`src/rtl/mul_add_unit.sv`:
```
// mul_add_unit: iterative shift-add multiply-accumulate, c = q*b + r.
// A 2N-bit accumulator is seeded with r. Over N RUN cycles, mcand = b << i
// is added whenever bit i of q is set. Status flags follow the ALU style.
// Optional build macro MUL_ADD_EARLY_EXIT_EN ends RUN as soon as the
// remaining multiplier bits are all zero.
module mul_add_unit #(
  parameter int N = 32
) (
  input  logic         clk,
  input  logic         rst,
  input  logic         start,
  input  logic [N-1:0] q,
  input  logic [N-1:0] b,
  input  logic [N-1:0] r,
  output logic         busy,
  output logic         done,
  output logic [N-1:0] c,
  output logic         cout,
  output logic         zero,
  output logic         overflow
);

  localparam int            CW   = $clog2(N);
  localparam logic [CW-1:0] LAST = CW'(N - 1);

  typedef enum logic [1:0] {IDLE, RUN, DONE} state_t;

  state_t           r_state;
  logic [2*N-1:0]   r_acc;
  logic [2*N-1:0]   r_mcand;
  logic [N-1:0]     r_mplier;
  logic [CW-1:0]    r_cnt;
  logic             r_busy;
  logic             r_done;
  logic [N-1:0]     r_c;
  logic             r_cout;
  logic             r_zero;
  logic             r_ovf;

  logic [2*N-1:0]   w_acc_nxt;
  logic [N-1:0]     w_mplier_nxt;
  logic             w_last;

  // One shift-add step. The accumulator cannot wrap because the largest
  // possible result, (2^N-1)^2 + 2^N-1, still fits in 2N bits.
  assign w_acc_nxt    = r_mplier[0] ? (r_acc + r_mcand) : r_acc;
  assign w_mplier_nxt = r_mplier >> 1;

`ifdef MUL_ADD_EARLY_EXIT_EN
  // Stop once no set multiplier bits remain. A q of 0 still runs one cycle.
  assign w_last = (r_cnt == LAST) || (w_mplier_nxt == '0);
`else
  // Fixed latency: always run all N iterations.
  assign w_last = (r_cnt == LAST);
`endif

  // Control FSM and datapath. The result flags are loaded only in DONE, so
  // they hold their values through later RUN phases.
  always_ff @(posedge clk or posedge rst) begin
    if (rst) begin
      r_state  <= IDLE;
      r_acc    <= '0;
      r_mcand  <= '0;
      r_mplier <= '0;
      r_cnt    <= '0;
      r_busy   <= 1'b0;
      r_done   <= 1'b0;
      r_c      <= '0;
      r_cout   <= 1'b0;
      r_zero   <= 1'b0;
      r_ovf    <= 1'b0;
    end else begin
      r_done <= 1'b0;
      case (r_state)
        IDLE: begin
          if (start) begin
            r_acc    <= {{N{1'b0}}, r};
            r_mcand  <= {{N{1'b0}}, b};
            r_mplier <= q;
            r_cnt    <= '0;
            r_busy   <= 1'b1;
            r_state  <= RUN;
          end
        end
        RUN: begin
          r_acc    <= w_acc_nxt;
          r_mcand  <= r_mcand << 1;
          r_mplier <= w_mplier_nxt;
          r_cnt    <= r_cnt + CW'(1);
          if (w_last) begin
            r_busy  <= 1'b0;
            r_state <= DONE;
          end
        end
        DONE: begin
          r_c     <= r_acc[N-1:0];
          r_cout  <= r_acc[N];
          r_zero  <= (r_acc == '0);
          r_ovf   <= |r_acc[2*N-1:N+1];
          r_done  <= 1'b1;
          r_state <= IDLE;
        end
        default: r_state <= IDLE;
      endcase
    end
  end

  assign busy     = r_busy;
  assign done     = r_done;
  assign c        = r_c;
  assign cout     = r_cout;
  assign zero     = r_zero;
  assign overflow = r_ovf;

endmodule

```
`config.mk`:
```
export PLATFORM = sky130hd
export DESIGN_NAME = mul_add_unit
export DESIGN_NICKNAME = d
export VERILOG_FILES = /design/src/rtl/mul_add_unit.sv
export SDC_FILE = /design/constraint.sdc
export NUM_CORES = 1
export LEC_CHECK = 0
export BUFFER_PORTS_ARGS = -buffer_cell sky130_fd_sc_hd__buf_2
export CAP_MARGIN = 15
export CORE_ASPECT_RATIO = 0.9
export CORE_MARGIN = 3
export CORE_UTILIZATION = 60
export DETAILED_ROUTE_END_ITERATION = 10
export PLACE_DENSITY = 0.81
export SLEW_MARGIN = 20
export SYNTH_ARGS = -nofsm -noshare
export SYNTH_HDL_FRONTEND = slang
export SYNTH_SLANG_ARGS = --single-unit
```
`constraint.sdc`:
```
create_clock -name clk -period 8.4 [get_ports clk]
set_input_delay 1.26 -clock clk [delete_from_list [all_inputs] [get_ports clk]]
set_output_delay 1.26 -clock clk [all_outputs]
set_load 0.05 [all_outputs]
```
==> flow_metrics.env <==
export IMPL_antenna_found_initial=0
export IMPL_crit_type="flip-flop to flip-flop"
export IMPL_setup_ws_ns=4.73
export IMPL_die_y_um=141
export IMPL_postCtsSetupRepairBufs=0
export IMPL_rsz0062_at_grt="false"
export IMPL_dp_slack_ns=4.81
export IMPL_synth_most_common_cell="nand2_1"
export IMPL_grt_pass1_wl_mm=49.6
export IMPL_cap_violations=0
export IMPL_synth_area_leader_cell="dfrtp_1"
export IMPL_synthXorXnorAreaFrac=0.0426
export IMPL_grt_start_max_net_pins=132
export IMPL_synth_edf_count=0
export IMPL_drtIter0Drc=723
export IMPL_gp_congestion=0.894
export IMPL_fp_dieW_um=156
export IMPL_hpwl_mm=21.2
export IMPL_maxSlewViolCount=0
export IMPL_holdBufCountCts=0
export IMPL_ys_warn_count=0
export IMPL_wl_per_cell_um=17.7
export IMPL_synth_flop_cell="dfrtp_1"
export IMPL_post_cts_resized=0
export IMPL_synth_async_reset_ratio=1.00
export IMPL_synthTopCellsByCount="nand2_1 (252), dfrtp_1 (204), o21ai_0 (120), a21oi_1 (102), nor2_1 (73)"
export IMPL_yosys_area_share_simple=0.152
export IMPL_wl_mm=30.1
export IMPL_h_tree_depth=1
export IMPL_post_dp_cell_area_mm2=0.0129
export IMPL_drc_errors=0
export IMPL_synth_fp_nets=1520
export IMPL_cp_data_required_time_ns=8.79
export IMPL_synth_compound_area_frac=0.228
export IMPL_ir_worst_vdd_v=0.000259
export IMPL_ios=136
export IMPL_synth_area_mm2=0.0121
export IMPL_synth_top_family_by_area="compound AO/OA/AOI/OAI gates"
export IMPL_max_freq_mhz=272
export IMPL_crit_arrival_ns=4.07
export IMPL_grt_overflow_total=0
export IMPL_clk_pin_slew_ns=0.06
export IMPL_status="complete, no violations"
export IMPL_clk_path_buf_depth=3
export IMPL_worst_slew_pin_slew_ns=1.08
export IMPL_antenna_left=0
export IMPL_drtPass1Iterations=5
export IMPL_reg2reg_slack_ns=4.73
export IMPL_avgSynthCellArea_um2=8.96
export IMPL_hold_viol=0
export IMPL_die_area_mm2=0.0220
export IMPL_clock_sinks=204
export IMPL_fin_area_mm2=0.0136
export IMPL_period_needed_ns=3.67
export IMPL_yosys_register_bits=204
export IMPL_grt_pass1_vias=9903
export IMPL_p_leak_nw=6.61
export IMPL_hp_class="flip-flop to flip-flop"
export IMPL_synth_cells=1355
export IMPL_via_per_inst=6.16
export IMPL_track_usage=0.271
export IMPL_coreArea_mm2=0.0195
export IMPL_crit_fanout=5
export IMPL_period_share=0.437
export IMPL_num_vias=10477
export IMPL_worst_setup_path_end_kind="flip-flop"
export IMPL_fin_nets=1602
export IMPL_area_growth_pct=12.1
export IMPL_relSlewSlack=0.279
export IMPL_drive_gt1_frac=0.137
export IMPL_rows=48
export IMPL_cts_root_buf="clkbuf_16"
export IMPL_diodes=0
export IMPL_start_util=0.622
export IMPL_setup_viol=0
export IMPL_insertion_delay_ns=0.51
export IMPL_synthTopCellsByArea="dfrtp_1 (42%), nand2_1 (7.8%), ha_1 (6.7%)"
export IMPL_synth_cell_types=69
export IMPL_io_buffers=135
export IMPL_ys_seq_area_frac=0.421
export IMPL_finClkSkew_ns=0.0155
export IMPL_setup_tns_ns=0
export IMPL_power_density_mw_per_mm2=413
export IMPL_synth_fa_ha_area_frac=0.0686
export IMPL_tritoncts="yes"
export IMPL_cts_made_buffers=21
export IMPL_synthMuxAreaShare=0.0553
export IMPL_yosysTopAreaCellShare=0.421
export IMPL_setup_worst_path_start_class="flip-flop"
## critical path, stage by stage (launching register included)
cell and delay [ns]:
dfrtp_1 0.44, ha_1 0.34, a211oi_1 0.43, o21ai_1 0.22, a41oi_1 0.29, o21ai_2 0.16
a31oi_2 0.33, o211ai_2 0.20, a2111oi_0 0.42, or3_1 0.27, o21ai_1 0.11, xor2_1 0.14
a22o_1 0.20
## area by class of cell
class	instances	area, µm²
clock buffer	28	592
multi-input combinational	1048	6670
inverter	20	82.6
clock inverter	8	123
timing repair buffer	142	728
tap	250	313
sequential	204	5100
fill	1522	5910
## path summary, 6_finish.rpt
check                          from     endpoint  cells past startpoint
max in group asynchronous       rst        c[10]                      3
setup reg to reg           r_acc[1]    r_acc[61]                     12
hold reg to reg               c[10]        c[10]                      2
setup / recovery           r_acc[1]    r_acc[61]                     12
hold / removal                c[10]        c[10]                      2
min in group asynchronous       rst  r_mcand[46]                      2
## per-stage QoR
step	total power, W	instances	util	hold WS, ns
4_1_cts	0.00560	1700	0.697	0.474
3_5_place_dp	0.00461	1664	0.661	0.459
3_3_place_gp	0.00451	1664	0.661	0.454
2_1_floorplan	0.00396	1355	-	0.449
6_report	0.00563	1700	0.697	0.472
5_1_grt	0.00606	1700	0.697	0.492
## layout by cell type, fill, tap and decap left out, types with 31 or more instances in the layout
master   count
a22o_1      63
o21ai_0    120
a21oi_1    102
ha_1        65
dfrtp_1    204
mux2i_1     66
a21o_1      44
nor2_1      71
nand2_1    252
xor2_1      31
buf_2      135
## power by group
| group | leakage (nW) | switching, W | total, W | internal [W] |
|---|---|---|---|---|
| sequential | 2.65 | 0.000346 | 0.00170 | 0.00135 |
| combinational | 3.61 | 0.00175 | 0.00295 | 0.00120 |
| clock | 0.354 | 0.000385 | 0.000972 | 0.000587 |
| total | 6.61 | 0.00248 | 0.00563 | 0.00314 |
## per-layer routing
metal,track usage,up-vias,part of all wire
li1,-,5030,-
met1,0.405,5007,0.46
met2,0.406,393,0.43
met3,0.0525,47,0.081
met4,0.0706,0,0.024
met5,0,-,0
## cell families (layout without fill, tap and decap cells)
logic type	after synthesis	count (layout)
buffers and inverters	103	198
AND/OR/NAND/NOR	428	428
multiplexers	67	67
adder cells (fa/ha/maj)	66	66
flip-flops	204	204
AO/OA/AOI/OAI	428	428
XOR/XNOR	59	59
## sequential cells by signal, summed over array words and instances, names as in the netlist
register / count
r_acc: 64
r_mcand: 64
c: 32
r_mplier: 32
r_cnt: 5
r_state: 2
busy: 1
cout: 1
done: 1
overflow: 1
zero: 1
Power figures use the tool's default switching activity.
